## src/rtl/cla_pkg.sv

```systemverilog
// Shared constants, state encoding and sizing helper for the serial nibble adder/subtractor.
package cla_pkg;

  localparam int NIB_W = 4;

  typedef enum logic [1:0] {
    ST_IDLE = 2'd0,
    ST_RUN  = 2'd1,
    ST_DONE = 2'd2
  } state_t;

  function automatic int nibbles(input int width);
    return width / NIB_W;
  endfunction

endpackage

```

## src/rtl/cla_nibble_comb.sv

```systemverilog
// Purely combinational 4-bit carry-lookahead slice; c3 is the carry into bit 3.
module cla_nibble_comb (
  input  logic [3:0] a,
  input  logic [3:0] b,
  input  logic       ci,
  output logic [3:0] s,
  output logic       co,
  output logic       c3
);

  logic [3:0] g, p;
  logic       c1, c2;

  assign g = a & b;
  assign p = a ^ b;

  // Flattened lookahead terms: every carry depends only on g/p and ci.
  assign c1 = g[0] | (p[0] & ci);
  assign c2 = g[1] | (p[1] & g[0]) | (p[1] & p[0] & ci);
  assign c3 = g[2] | (p[2] & g[1]) | (p[2] & p[1] & g[0]) | (p[2] & p[1] & p[0] & ci);
  assign co = g[3] | (p[3] & g[2]) | (p[3] & p[2] & g[1]) | (p[3] & p[2] & p[1] & g[0])
            | (p[3] & p[2] & p[1] & p[0] & ci);

  assign s = p ^ {c3, c2, c1, ci};

endmodule

```

## src/rtl/cla_serial_sub.sv

```systemverilog
// WIDTH-bit add/sub that reuses one 4-bit CLA slice, one nibble per cycle, LSB first.
// Define CLA_SUB_OVFL_EN to add the signed-overflow output ovfl.
module cla_serial_sub
  import cla_pkg::*;
#(
  parameter int WIDTH = 16
) (
  input  logic             clk,
  input  logic             reset,
  input  logic             in_valid,
  output logic             in_ready,
  input  logic [WIDTH-1:0] a,
  input  logic [WIDTH-1:0] b,
  input  logic             sub,
  input  logic             cin,
  output logic             out_valid,
  input  logic             out_ready,
  output logic [WIDTH-1:0] result,
  output logic             cout
`ifdef CLA_SUB_OVFL_EN
  ,
  output logic             ovfl
`endif
);

  localparam int NIB   = nibbles(WIDTH);
  localparam int IDX_W = (NIB > 1) ? $clog2(NIB) : 1;

  state_t             state;
  logic [WIDTH-1:0]   opa, opb;
  logic               carry;
  logic [IDX_W-1:0]   idx;
  logic [NIB_W-1:0]   nib_s;
  logic               nib_co;
`ifdef CLA_SUB_OVFL_EN
  logic               nib_c3;
`else
  logic               nib_c3_unused;
`endif

  // Operands shift right each RUN cycle so the slice always sees the low nibble.
  cla_nibble_comb u_nib (
    .a  (opa[NIB_W-1:0]),
    .b  (opb[NIB_W-1:0]),
    .ci (carry),
    .s  (nib_s),
    .co (nib_co),
`ifdef CLA_SUB_OVFL_EN
    .c3 (nib_c3)
`else
    .c3 (nib_c3_unused)
`endif
  );

  assign in_ready  = (state == ST_IDLE);
  assign out_valid = (state == ST_DONE);

  always_ff @(posedge clk) begin
    if (!reset) begin
      state  <= ST_IDLE;
      opa    <= '0;
      opb    <= '0;
      carry  <= 1'b0;
      idx    <= '0;
      result <= '0;
      cout   <= 1'b0;
`ifdef CLA_SUB_OVFL_EN
      ovfl   <= 1'b0;
`endif
    end else begin
      case (state)
        ST_IDLE: begin
          if (in_valid) begin
            opa   <= a;
            opb   <= sub ? ~b : b;
            carry <= sub | cin;
            idx   <= '0;
            state <= ST_RUN;
          end
        end
        ST_RUN: begin
          result[NIB_W*idx +: NIB_W] <= nib_s;
          opa   <= opa >> NIB_W;
          opb   <= opb >> NIB_W;
          carry <= nib_co;
          idx   <= idx + 1'b1;
          if (idx == IDX_W'(NIB - 1)) begin
            cout  <= nib_co;
`ifdef CLA_SUB_OVFL_EN
            ovfl  <= nib_c3 ^ nib_co;
`endif
            state <= ST_DONE;
          end
        end
        ST_DONE: begin
          if (out_ready) state <= ST_IDLE;
        end
        default: state <= ST_IDLE;
      endcase
    end
  end

endmodule

```

## config.mk

```make
export PLATFORM = sky130hd
export DESIGN_NAME = cla_serial_sub
export DESIGN_NICKNAME = d
export VERILOG_FILES = /design/src/rtl/cla_pkg.sv /design/src/rtl/cla_nibble_comb.sv /design/src/rtl/cla_serial_sub.sv
export SDC_FILE = /design/constraint.sdc
export NUM_CORES = 1
export LEC_CHECK = 0
export ABC_AREA = 1
export BUFFER_PORTS_ARGS = -buffer_cell sky130_fd_sc_hd__clkbuf_2
export CELL_PAD_IN_SITES_DETAIL_PLACEMENT = 0
export CELL_PAD_IN_SITES_GLOBAL_PLACEMENT = 2
export CORE_UTILIZATION = 31
export DETAILED_ROUTE_END_ITERATION = 6
export PLACE_DENSITY_LB_ADDON = 0.12
export SLEW_MARGIN = 20
export SYNTH_ARGS = -nofsm -noshare
export SYNTH_HDL_FRONTEND = slang
export SYNTH_SLANG_ARGS = --single-unit
export TNS_END_PERCENT = 1
```

## constraint.sdc

```tcl
create_clock -name clk -period 2.2 [get_ports clk]
set_clock_uncertainty 0.15 [all_clocks]
set_input_delay 0.33 -clock clk [delete_from_list [all_inputs] [get_ports clk]]
set_output_delay 0.33 -clock clk [all_outputs]
set_load 0.01 [all_outputs]
```

==> load_flow_metrics.sql, run 1 <==
INSERT INTO impl_metrics (metric_group, metric, value, unit) VALUES
('run_status', 'status', 'finished clean', ''),
('synth', 'synth_top_cell_by_area', 'sky130_fd_sc_hd__dfxtp_1', ''),
('synth', 'post_synth_most_frequent_cells', 'sky130_fd_sc_hd__nand2_1 (109), sky130_fd_sc_hd__dfxtp_1 (54), sky130_fd_sc_hd__a21oi_1 (27), sky130_fd_sc_hd__inv_1 (23)', ''),
('power', 'cellLeakagePower', '0.001390', 'uW'),
('sta', 'max_clock_freq', '0.5693', 'GHz'),
('clock_tree', 'cts_made_buffers', '5', ''),
('floorplan', 'num_rows', '33', ''),
('placed_design', 'post-dp-hpwl', '4595', 'microns'),
('synth', 'postSynthRegisterBits', '54', ''),
('floorplan', 'initial_utilization', '32.03', '%'),
('placed_design', 'globalplace.congestion', '0.7696', ''),
('critical_path', 'path_max_fanout', '4', ''),
('sta', 'final_min_period_over_clock_period', '79.85', '%'),
('grt', 'number_of_global_route_vias_before_repair', '2168', ''),
('synth', 'synth_flop_cell', 'sky130_fd_sc_hd__dfxtp_1', ''),
('critical_path', 'critical_path.startpoint_type', 'flop', ''),
('synth', 'avgSynthCellArea', '7.841', 'sq um'),
('clock_tree', 'clock_tree.htree_level_count', '2', ''),
('floorplan', 'die_area', '8819', 'sq um'),
('power', 'power_switching', '581.8', 'uW'),
('placed_design', 'numPlacedInstances', '486', ''),
('synth', 'synth_edf_count', '0', ''),
('finish', 'insertedDiodeCount', '0', ''),
('synth', 'syn_area', '2619', 'sq um'),
('grt', 'number_of_antenna_violations_at_the_first_check_in_global_routing', '0', ''),
('synth', 'ys.warnings.count', '0', ''),
('power', 'power', '2074', 'uW'),
('floorplan', 'die_y', '93.91', 'microns'),
('floorplan', 'die_width', '93.91', 'microns'),
('placed_design', 'buffer_ports.inserted', '56', ''),
('clock_tree', 'clock_tree_from_tritoncts', 'done', ''),
('route', 'detailedRoute.firstPassIterationCount', '4', ''),
('finish', 'areaGrowthSynthToFinish', '18.30', '%'),
('synth', 'yosysMostFrequentCell', 'sky130_fd_sc_hd__nand2_1', ''),
('sta', 'slew_headroom', '64.23', '%'),
('power', 'power_frac_comb', '16.6', '%'),
('route', 'mean_routed_wirelength_per_cell', '13.28', 'microns'),
('clock_tree', 'insertion_delay', '0.31', 'ns'),
('clock_tree', 'clk_root_buffer_cell', 'sky130_fd_sc_hd__clkbuf_8', ''),
('route', 'detail_route.wirelength', '6562', 'microns'),
('sta', 'worst-slew-pin-transition', '0.5366', 'ns'),
('sta', 'finalCriticalPeriod', '1.757', 'ns'),
('grt', 'grt_max_degree', '35', ''),
('synth', 'synthDistinctLibCells', '28', ''),
('power', 'p_clk_share', '32.4', '%'),
('route', 'via_count', '2284', ''),
('sta', 'hold_violations', '0', ''),
('synth', 'syn_nets', '384', ''),
('critical_path', 'criticalPathCategory', 'reg -> reg', ''),
('synth', 'netlist_instances', '334', ''),
('clock_tree', 'postCtsHoldBufs', '0', ''),
('floorplan', 'floorplan_core_area', '8175', 'sq um'),
('clock_tree', 'clock_sink_count', '54', ''),
('sta', 'final_slew_viol_count', '0', ''),
('synth', 'async_set_reset_flop_share_out_of_synthesis', '0', '%'),
('run', 'max_cap_viol_count', '0', ''),
('finish', 'final_cells', '494', ''),
('route', 'post_drt_via_cell_ratio', '4.623', ''),
('grt', 'total_routing_usage_gr', '15.88', '%'),
('route', 'remaining_antenna_violation_count_after_routing', '0', ''),
('power', 'p_int', '1492', 'uW'),
('critical_path', 'critPathCaptureType', 'flop', ''),
('critical_path', 'timing.critical_path.required', '2.30', 'ns'),
('sta', 'hold-worst-slack', '0.08522', 'ns'),
('synth', 'synth_top_cells_by_area', 'sky130_fd_sc_hd__dfxtp_1 (41%), sky130_fd_sc_hd__nand2_1 (16%), sky130_fd_sc_hd__ha_1 (5.3%)', ''),
('sta', 'final.setup.tns', '0', 'ns'),
('route', 'drtIter0Drc', '89', ''),
('sta', 'grt_setup_unrepaired', 'false', ''),
('synth', 'synth_largest_type_area_fraction', '41.28', '%'),
('power', 'power_density', '669.3', 'nW/um^2'),
('power', 'switching_share', '28.06', '%');
[layer usage]
metal  vias up  global-route usage [%]  wire length, microns
met1      1043                   23.00                  3522
met5         -                       0                     0
met4         0                   4.615                    74
met2        39                   23.91                  2762
li1       1193                       -                     -
met3         9                   2.670                   202
[logic make-up (layout without fill, tap and decap cells)]
group           after synthesis  after routing  synth area share (%)
compound gates               63             63                 14.24
fa+ha+maj                    12             12                 6.020
simple gates                144            144                 24.37
flops                        54             54                 41.28
xor+xnor                     18             18                 6.020
buf+inv                      43             98                 8.074
[cell usage in the layout (no fill, tap or decap), types with 8 or more instances in the layout]
cell                         n
sky130_fd_sc_hd__nand2_1   109
sky130_fd_sc_hd__clkbuf_2   56
sky130_fd_sc_hd__dfxtp_1    54
sky130_fd_sc_hd__a21oi_1    27
sky130_fd_sc_hd__inv_1      23
sky130_fd_sc_hd__nor2_1     13
sky130_fd_sc_hd__a31oi_1    13
sky130_fd_sc_hd__a22oi_1    11
sky130_fd_sc_hd__ha_1       11
sky130_fd_sc_hd__xor2_1      9
sky130_fd_sc_hd__nand3_1     9
sky130_fd_sc_hd__xnor2_1     9
sky130_fd_sc_hd__o21ai_0     8
[state kept, by name (all words and copies together), names as in the netlist]
| register | flops |
|---|---|
| cout | 1 |
| result | 16 |
| opb | 16 |
| state | 2 |
| opa | 16 |
| carry | 1 |
| idx | 2 |
[critical path, stage by stage, from the launching register on]
cell and delay, ns:
sky130_fd_sc_hd__dfxtp_1 0.32, sky130_fd_sc_hd__ha_1 0.35, sky130_fd_sc_hd__nand2_1 0.08, sky130_fd_sc_hd__nand2_1 0.05, sky130_fd_sc_hd__nor2_1 0.13, sky130_fd_sc_hd__nand2_1 0.06
sky130_fd_sc_hd__nand2_1 0.11, sky130_fd_sc_hd__nand3_1 0.09, sky130_fd_sc_hd__nor2_1 0.15, sky130_fd_sc_hd__nand2_1 0.07, sky130_fd_sc_hd__a21oi_1 0.13
[through the flow]
stage / worst slack (ns) / area, sq um / util (%)
global placement: 0.4258 / 2989 / 36.56
finish: 0.4433 / 3098 / 37.89
floorplan: 0.4907 / 2619 / -
detailed placement: 0.4574 / 2989 / 36.56
global route: 0.2220 / 3098 / 37.89
CTS: 0.4327 / 3098 / 37.89
[layout make-up]
| type | count | area (sq um) |
|---|---|---|
| Clock inverter | 3 | 40.04 |
| Fill cell | 900 | 5077 |
| Inverter | 28 | 112.6 |
| Tap cell | 105 | 131.4 |
| Multi-Input combinational cell | 237 | 1326 |
| Timing Repair Buffer | 62 | 337.8 |
| Clock buffer | 5 | 68.82 |
| Sequential cell | 54 | 1081 |
[power groups by stage]
stage                     logic, uW  clock network (uW)  registers (uW)
after global routing            390                 730            1060
after CTS                       350                 696            1060
after global placement          349                   0            1080
after detailed placement        348                   0            1080
after floorplan                 241                   0            1080
final                           344                 672            1060
[path summary, 6_finish.rpt]
check                          startpoint                       to  slack [ns]  cells after the start
setup / recovery      opa[2]$_SDFFE_PN0P_  result[15]$_SDFFE_PN0P_        0.44                     10
setup reg to reg      opa[2]$_SDFFE_PN0P_  result[15]$_SDFFE_PN0P_        0.44                     10
hold reg to reg   result[12]$_SDFFE_PN0P_  result[12]$_SDFFE_PN0P_        0.32                      2
hold / removal                      a[12]     opa[12]$_SDFFE_PN0P_        0.09                      3
Note: power is estimated with default switching activity, not from simulation.
==> run 2: changes to the inputs <==
--- a/config.mk
+++ b/config.mk
@@ -5,11 +5,11 @@
 export SDC_FILE = /design/constraint.sdc
 export NUM_CORES = 1
 export LEC_CHECK = 0
-export ABC_AREA = 1
+export ABC_AREA = 0
 export BUFFER_PORTS_ARGS = -buffer_cell sky130_fd_sc_hd__clkbuf_2
 export CELL_PAD_IN_SITES_DETAIL_PLACEMENT = 0
 export CELL_PAD_IN_SITES_GLOBAL_PLACEMENT = 2
-export CORE_UTILIZATION = 31
+export CORE_UTILIZATION = 29
 export DETAILED_ROUTE_END_ITERATION = 6
 export PLACE_DENSITY_LB_ADDON = 0.12
 export SLEW_MARGIN = 20
==> constraint.sdc (replaced) <==
create_clock -name clk -period 1.51 [get_ports clk]
set_clock_uncertainty 0.15 [all_clocks]
set_input_delay 0.2265 -clock clk [delete_from_list [all_inputs] [get_ports clk]]
set_output_delay 0.2265 -clock clk [all_outputs]
set_load 0.01 [all_outputs]
==> run 2 against run 1 <==
The flow now finishes with violations (setup timing). Maximum frequency grew 6.1%. Clock power increased by 26%. Non-clock buffer count is 26 higher. Setup slack worse by 0.59 ns. Die area rose by 11%. First-iteration DRC count down 30%. Largest cell class unchanged. Sequential power up 47%. Flip-flop and latch count is the same. Via count up 2.5%. Design area rose by 14%.
==> load_flow_metrics.sql, run 2 <==
INSERT INTO impl_metrics (metric_group, metric, value, unit) VALUES
('finish', 'filler_cell_count', '983', ''),
('critical_path', 'reg2reg_slack', '-0.15', 'ns'),
('clock_tree', 'clock_sink_count', '54', ''),
('synth', 'postSynthRegisterBits', '54', ''),
('floorplan', 'die_area', '9824', 'sq um'),
('grt', 'grt_max_degree', '60', ''),
('power', 'power', '3102', 'uW'),
('finish', 'areaGrowthSynthToFinish', '28.87', '%'),
('synth', 'post_synth_most_frequent_cells', 'sky130_fd_sc_hd__dfxtp_1 (54), sky130_fd_sc_hd__nand2_1 (33), sky130_fd_sc_hd__a22oi_1 (28), sky130_fd_sc_hd__o21ai_1 (26), sky130_fd_sc_hd__nor2b_1 (20)', ''),
('finish', 'mostFrequentLayoutCell', 'sky130_fd_sc_hd__clkbuf_2', ''),
('grt', 'total_routing_usage_gr', '14.84', '%'),
('route', 'via_count', '2341', ''),
('critical_path', 'critPathCaptureType', 'flop', ''),
('clock_tree', 'clockBufferDepth', '2', ''),
('sta', 'final_slew_viol_count', '0', ''),
('sta', 'setup_ws', '-0.1461', 'ns'),
('clock_tree', 'postCtsHoldBufs', '0', ''),
('route', 'mean_routed_wirelength_per_cell', '14.28', 'microns'),
('finish', 'layout-drive-gt1-share', '33.25', '%'),
('floorplan', 'initial_utilization', '29.74', '%'),
('critical_path', 'criticalPathCategory', 'reg -> reg', ''),
('synth', 'avgSynthCellArea', '8.795', 'sq um'),
('synth', 'synth_edf_count', '0', ''),
('synth', 'synth_top_cell_by_area', 'sky130_fd_sc_hd__dfxtp_1', ''),
('sta', 'worst-slew-pin-transition', '0.5559', 'ns'),
('critical_path', 'critical_path.startpoint_type', 'flop', ''),
('clock_tree', 'clk_pin_slew_worst_paths', '0.10', 'ns'),
('finish', 'multi_input_comb_area', '1599', 'sq um'),
('placed_design', 'buffer_ports.inserted', '56', ''),
('power', 'irDropWorstVdd', '0.0003143', 'V'),
('critical_path', 'cp.arrival', '1.76', 'ns'),
('placed_design', 'globalplace.congestion', '0.7449', ''),
('finish', 'final_cells', '496', ''),
('power', 'power_frac_comb', '22.4', '%'),
('power', 'cellLeakagePower', '0.001519', 'uW'),
('hold_path', 'min_path_cells', '3', ''),
('power', 'power.share.sequential', '50.4', '%'),
('clock_tree', 'cts_setup_buffers', '0', ''),
('floorplan', 'die_width', '99.12', 'microns'),
('power', 'p_int', '2208', 'uW'),
('finish', 'biggestRegsByFlops', 'opa: 16 flops, opb: 16 flops, result: 16 flops', ''),
('clock_tree', 'clock_tree_from_tritoncts', 'done', ''),
('sta', 'final_min_period_over_clock_period', '109.7', '%'),
('synth', 'synth_flop_cell', 'sky130_fd_sc_hd__dfxtp_1', ''),
('finish', 'layout.cells.most_common_list', 'sky130_fd_sc_hd__clkbuf_2 (56), sky130_fd_sc_hd__dfxtp_1 (46), sky130_fd_sc_hd__nand2_1 (33)', ''),
('floorplan', 'boundaryPins', '57', ''),
('finish', 'post-route-util', '38.33', '%'),
('grt', 'global_route_wire_length_before_repair', '11470', 'microns'),
('hold_path', 'kind_of_path_behind_the_tightest_hold_check', 'in -> reg', ''),
('finish', 'layout.area.seq', '1096', 'sq um'),
('grt', 'number_of_antenna_violations_at_the_first_check_in_global_routing', '0', ''),
('route', 'detailedRoute.firstPassIterationCount', '4', ''),
('critical_path', 'crit-reg2reg-launch', 'idx[0]$_SDFFE_PN0P_', ''),
('synth', 'async_set_reset_flop_share_out_of_synthesis', '0', '%'),
('sta', 'hold_violations', '0', ''),
('route', 'drc', '0', ''),
('run_status', 'status', 'finished with violations', ''),
('finish', 'insertedDiodeCount', '0', ''),
('synth', 'synthDistinctLibCells', '40', ''),
('route', 'post_drt_via_cell_ratio', '4.720', ''),
('hold_path', 'min_from', 'a[12]', ''),
('synth', 'synth_top_cells_by_area', 'sky130_fd_sc_hd__dfxtp_1 (40%), sky130_fd_sc_hd__a22oi_1 (7.7%), sky130_fd_sc_hd__xor2_1 (5.4%)', ''),
('critical_path', 'path_max_fanout', '4', ''),
('critical_path', 'capture_instance_of_the_worst_register_to_register_path', 'result[10]$_SDFFE_PN0P_', ''),
('route', 'drtIter0Drc', '62', ''),
('sta', 'final-setup-viol-count', '17', ''),
('run_status', 'failed_checks', 'setup timing', ''),
('synth', 'seq_area_frac_synth', '39.52', '%'),
('route', 'detail_route.wirelength', '7084', 'microns'),
('power', 'p_clk_share', '27.2', '%'),
('power', 'power_switching', '893.5', 'uW'),
('floorplan', 'floorplan_core_area', '9196', 'sq um'),
('grt', 'global_route.overflow_total', '0', ''),
('synth', 'ys.warnings.count', '0', ''),
('clock_tree', 'clock_tree.htree_level_count', '2', ''),
('run', 'max_cap_viol_count', '0', ''),
('placed_design', 'post-dp-hpwl', '4952', 'microns'),
('critical_path', 'reg2reg_path_depth', '6', ''),
('clock_tree', 'cts_made_buffers', '5', ''),
('placed_design', 'numPlacedInstances', '488', ''),
('synth', 'syn_area', '2735', 'sq um'),
('finish', 'fin_nets', '434', ''),
('grt', 'number_of_global_route_vias_before_repair', '2292', ''),
('floorplan', 'num_rows', '35', ''),
('sta', 'max_clock_freq', '0.6038', 'GHz'),
('floorplan', 'die_y', '99.12', 'microns'),
('clock_tree', 'clk_root_buffer_cell', 'sky130_fd_sc_hd__clkbuf_8', ''),
('sta', 'grt_setup_unrepaired', 'true', ''),
('synth', 'syn_nets', '361', ''),
('power', 'power_density', '880.0', 'nW/um^2'),
('clock_tree', 'insertion_delay', '0.31', 'ns'),
('synth', 'yosysMostFrequentCell', 'sky130_fd_sc_hd__dfxtp_1', ''),
('sta', 'finalCriticalPeriod', '1.656', 'ns'),
('hold_path', 'holdPathEnd', 'opa[12]$_SDFFE_PN0P_', ''),
('sta', 'slew_headroom', '62.77', '%'),
('critical_path', 'timing.critical_path.required', '1.61', 'ns'),
('power', 'switching_share', '28.81', '%'),
('route', 'remaining_antenna_violation_count_after_routing', '0', ''),
('synth', 'synth_largest_type_area_fraction', '39.52', '%'),
('synth', 'netlist_instances', '311', '');
==> run 2: cell types whose count changed after synthesis, sizes merged, moves of 12 or more <==
cell and delta:
nand2 -82, inv -22, a21oi -14, o21ai +36
a22oi +17, a31oi -12, and2 +13, nor2b +20
==> run 2: repair_timing <==
action / 4_1_cts / 5_1_grt
gates resized for setup: 17 / 9
cloned: 0 / 0
pin swaps: 5 / 2
endpoints found under the setup margin: 52 / 54
==> run 2: metal layers <==
layer | up-vias | wire length (microns) | global-route usage, %
met2 | 49 | 3411 | 25.44
met3 | 9 | 238 | 2.600
met4 | 0 | 127 | 5.317
met1 | 1057 | 3307 | 18.77
li1 | 1226 | - | -
met5 | - | 0 | 0
==> run 2: area by class of cell <==
cell class              instances  area share (%)
multi-input cells             229           45.37
flip-flops and latches         54           31.10
repair buffers                 88           16.15
well taps                     111           3.940
clock buffers                   7           2.449
inverters                       6          0.8520
clock inverters                 1          0.1420
==> run 2: cell families after synthesis <==
family	after synthesis	share of synthesized area [%]
compound gates	98	21.82
xor+xnor	18	5.764
fa+ha+maj	12	5.764
buf+inv	28	5.169
flops	54	39.52
mux	1	0.3660
simple gates	100	21.59
==> run 2: worst max-delay path by stage <==
stage,startpoint,to,slack (ns),cells after the start
2_1_floorplan,idx[0]$_SDFFE_PN0P_,result[10]$_SDFFE_PN0P_,-0.11,6
3_3_place_gp,in_valid,opb[0]$_SDFFE_PN0P_,-0.21,5
3_5_place_dp,in_valid,opb[0]$_SDFFE_PN0P_,-0.23,5
4_1_cts,idx[0]$_SDFFE_PN0P_,result[10]$_SDFFE_PN0P_,-0.17,6
5_1_grt,idx[0]$_SDFFE_PN0P_,result[9]$_SDFFE_PN0P_,-0.22,6
6_report,idx[0]$_SDFFE_PN0P_,result[10]$_SDFFE_PN0P_,-0.15,6
==> run 2: worst max-delay path, stage by stage, from the launching register on <==
cell                       delay (ns)
sky130_fd_sc_hd__dfxtp_4         0.38
sky130_fd_sc_hd__inv_6           0.04
sky130_fd_sc_hd__ha_4            0.27
sky130_fd_sc_hd__nand3b_4        0.11
sky130_fd_sc_hd__nor4b_4         0.39
sky130_fd_sc_hd__a32oi_1         0.16
sky130_fd_sc_hd__nor2b_1         0.11
==> run 2: stage by stage <==
stage	hold WS [ns]	instance area, sq um	setup TNS (ns)	worst slack, ns
floorplan	0.2472	2766	-0.7819	-0.1083
global placement	0.2965	3344	-5.604	-0.2096
detailed placement	0.3001	3344	-6.697	-0.2314
CTS	0.01617	3492	-1.617	-0.1678
global route	0.02151	3525	-2.921	-0.2193
finish	0.02734	3525	-1.114	-0.1461
==> run 2: power by group through the flow <==
stage / Clock [uW] / Combinational (uW) / Sequential, uW
3_3_place_gp: 0 / 663 / 1590
3_5_place_dp: 0 / 664 / 1590
6_report: 844 / 694 / 1560
5_1_grt: 933 / 770 / 1570
2_1_floorplan: 0 / 407 / 1590
4_1_cts: 895 / 686 / 1560
==> run 3: changes to the inputs <==
--- a/config.mk
+++ b/config.mk
@@ -11,7 +11,8 @@
 export CELL_PAD_IN_SITES_GLOBAL_PLACEMENT = 2
 export CORE_UTILIZATION = 29
 export DETAILED_ROUTE_END_ITERATION = 6
-export PLACE_DENSITY_LB_ADDON = 0.12
+export PLACE_DENSITY_LB_ADDON = 0.1
+export REMOVE_ABC_BUFFERS = 1
 export SLEW_MARGIN = 20
 export SYNTH_ARGS = -nofsm -noshare
 export SYNTH_HDL_FRONTEND = slang
==> run 3 against run 2 <==
The run still ends with setup timing left. Power rose by 5.8%. Die area did not move. Clock power rose by 16%. First-iteration DRC count fell by 35%. Setup slack got worse by 0.0022 ns. Critical endpoint is now result[7]$_SDFFE_PN0P_. Largest cell class unchanged. Largest power group unchanged.
==> load_flow_metrics.sql, run 3 (synthesis results as in run 2) <==
INSERT INTO impl_metrics (metric_group, metric, value, unit) VALUES
('finish', 'post-route-util', '40.33', '%'),
('sta', 'hold_violations', '0', ''),
('critical_path', 'path_max_fanout', '3', ''),
('sta', 'max_clock_freq', '0.6030', 'GHz'),
('route', 'routed-wl-met3', '246', 'microns'),
('finish', 'final_cells', '510', ''),
('route', 'drc', '0', ''),
('clock_tree', 'clk_root_buffer_cell', 'sky130_fd_sc_hd__clkbuf_8', ''),
('floorplan', 'die_width', '99.12', 'microns'),
('clock_tree', 'clock_tree_from_tritoncts', 'done', ''),
('sta', 'final-setup-viol-count', '17', ''),
('grt', 'global_route_wire_length_before_repair', '11830', 'microns'),
('critical_path', 'timing.critical_path.required', '1.61', 'ns'),
('sta', 'worst-slew-pin-transition', '0.5280', 'ns'),
('critical_path', 'critical_path.startpoint_type', 'flop', ''),
('floorplan', 'num_rows', '35', ''),
('placed_design', 'buffer_ports.inserted', '56', ''),
('grt', 'grt_max_degree', '23', ''),
('route', 'detail_route.wirelength', '7125', 'microns'),
('clock_tree', 'clock_tree.htree_level_count', '2', ''),
('route', 'routed.top_layer', 'met4', ''),
('route', 'mean_routed_wirelength_per_cell', '13.97', 'microns'),
('finish', 'fin_area', '3709', 'sq um'),
('route', 'wl_met2', '3273', 'microns'),
('floorplan', 'die_y', '99.12', 'microns'),
('sta', 'slew_headroom', '64.64', '%'),
('finish', 'insertedDiodeCount', '0', ''),
('finish', 'layout-drive-gt1-share', '36.59', '%'),
('grt', 'total_routing_usage_gr', '15.19', '%'),
('critical_path', 'crit-reg2reg-launch', 'idx[0]$_SDFFE_PN0P_', ''),
('route', 'via_count', '2424', ''),
('power', 'irDropWorstVdd', '0.0003665', 'V'),
('clock_tree', 'postCtsHoldBufs', '0', ''),
('critical_path', 'critPathCaptureType', 'flop', ''),
('clock_tree', 'clock_sink_count', '54', ''),
('critical_path', 'critPathLaunch', 'idx[0]$_SDFFE_PN0P_', ''),
('critical_path', 'cp.arrival', '1.76', 'ns'),
('run_status', 'status', 'finished with violations', ''),
('floorplan', 'die_area', '9824', 'sq um'),
('power', 'power_density', '884.9', 'nW/um^2'),
('placed_design', 'globalplace.congestion', '0.7360', ''),
('run', 'max_cap_viol_count', '0', ''),
('finish', 'layout.cells.most_common_list', 'sky130_fd_sc_hd__clkbuf_2 (56), sky130_fd_sc_hd__dfxtp_1 (48), sky130_fd_sc_hd__buf_4 (34)', ''),
('power', 'cellLeakagePower', '0.001609', 'uW'),
('finish', 'mostFrequentLayoutCell', 'sky130_fd_sc_hd__clkbuf_2', ''),
('route', 'wirelength_met1', '3573', 'microns'),
('sta', 'grt_setup_unrepaired', 'true', ''),
('grt', 'number_of_antenna_violations_at_the_first_check_in_global_routing', '0', ''),
('placed_design', 'placed_area', '3396', 'sq um'),
('critical_path', 'criticalPathCategory', 'reg -> reg', ''),
('finish', 'fin_nets', '448', ''),
('sta', 'setup_ws', '-0.1484', 'ns'),
('run_status', 'failed_checks', 'setup timing', ''),
('route', 'drtIter0Drc', '40', ''),
('clock_tree', 'clk_pin_slew_worst_paths', '0.10', 'ns'),
('sta', 'final_min_period_over_clock_period', '109.8', '%'),
('sta', 'final_slew_viol_count', '0', ''),
('grt', 'global_route.overflow_total', '0', ''),
('placed_design', 'post-dp-hpwl', '5343', 'microns'),
('sta', 'finalCriticalPeriod', '1.658', 'ns'),
('floorplan', 'initial_utilization', '29.74', '%'),
('clock_tree', 'clockBufferDepth', '2', ''),
('floorplan', 'boundaryPins', '57', ''),
('clock_tree', 'insertion_delay', '0.30', 'ns'),
('route', 'detailedRoute.firstPassIterationCount', '5', ''),
('route', 'post_drt_via_cell_ratio', '4.753', ''),
('finish', 'biggestRegsByFlops', 'opa: 16 flops, opb: 16 flops, result: 16 flops', ''),
('hold_path', 'min_from', 'a[14]', ''),
('placed_design', 'numPlacedInstances', '499', ''),
('route', 'remaining_antenna_violation_count_after_routing', '0', ''),
('clock_tree', 'cts_made_buffers', '5', ''),
('hold_path', 'kind_of_path_behind_the_tightest_hold_check', 'in -> reg', ''),
('finish', 'areaGrowthSynthToFinish', '35.59', '%'),
('floorplan', 'floorplan_core_area', '9196', 'sq um'),
('grt', 'number_of_global_route_vias_before_repair', '2338', '');
-- run 3: cell count changes in the layout (fill, tap and decap cells not counted), sizes merged --
cell,previous run,this run
bufinv,0,1
clkinv,1,2
buf,32,46
clkbuf,63,61
-- run 3: layer usage --
layer	global-route usage, %	vias to the layer above
met2	24.48	46
met1	21.41	1122
li1	-	1254
met4	3.054	0
met3	2.670	2
met5	0	-
-- run 3: stage by stage --
step | hold WS [ns] | setup slack, ns | total power (uW) | setup TNS, ns
after floorplan | 0.1942 | -0.5932 | 1927 | -23.15
after detailed placement | 0.3023 | -0.2905 | 2266 | -6.055
after CTS | 0.02096 | -0.2068 | 3299 | -2.192
after global placement | 0.2966 | -0.2452 | 2263 | -5.617
after global routing | 0.04393 | -0.2692 | 3477 | -3.342
final | 0.03270 | -0.1484 | 3282 | -1.670
-- run 3: worst max-delay path, stage by stage (launching register included) --
cell and delay (ns):
sky130_fd_sc_hd__dfxtp_2 0.35, sky130_fd_sc_hd__inv_2 0.05, sky130_fd_sc_hd__ha_4 0.28, sky130_fd_sc_hd__nand3b_4 0.11, sky130_fd_sc_hd__nor4b_4 0.30, sky130_fd_sc_hd__buf_4 0.17
sky130_fd_sc_hd__nand2_1 0.07, sky130_fd_sc_hd__o21ai_2 0.13
-- run 3: final cells by class --
| type | instances | area, sq um |
|---|---|---|
| fillers | 971 | 5488 |
| inverters | 6 | 22.52 |
| well taps | 111 | 138.9 |
| flip-flops and latches | 54 | 1094 |
| multi-input cells | 229 | 1648 |
| clock inverters | 3 | 40.04 |
| clock buffers | 5 | 68.82 |
| repair buffers | 102 | 696.9 |
-- run 3: what timing repair did --
| item | in CTS | in global routing |
|---|---|---|
| pin swaps | 3 | 13 |
| gates resized for setup | 18 | 26 |
| buffers inserted | 0 | 3 |
| hold endpoints to repair | 0 | 0 |
| setup endpoints to repair | 37 | 21 |
-- run 3: worst paths after layout --
check                                               end  slack [ns]  depth (start not counted)
worst max register to register   result[7]$_SDFFE_PN0P_       -0.15                          7
worst min register to register  result[14]$_SDFFE_PN0P_        0.32                          2
worst min-delay path               opa[14]$_SDFFE_PN0P_        0.03                          3
worst max-delay path             result[7]$_SDFFE_PN0P_       -0.15                          7
-- run 3: power breakdown --
part | total, uW | internal, uW | switching (uW)
logic | 738 | 364 | 374
clock network | 980 | 490 | 491
registers | 1560 | 1510 | 54.2
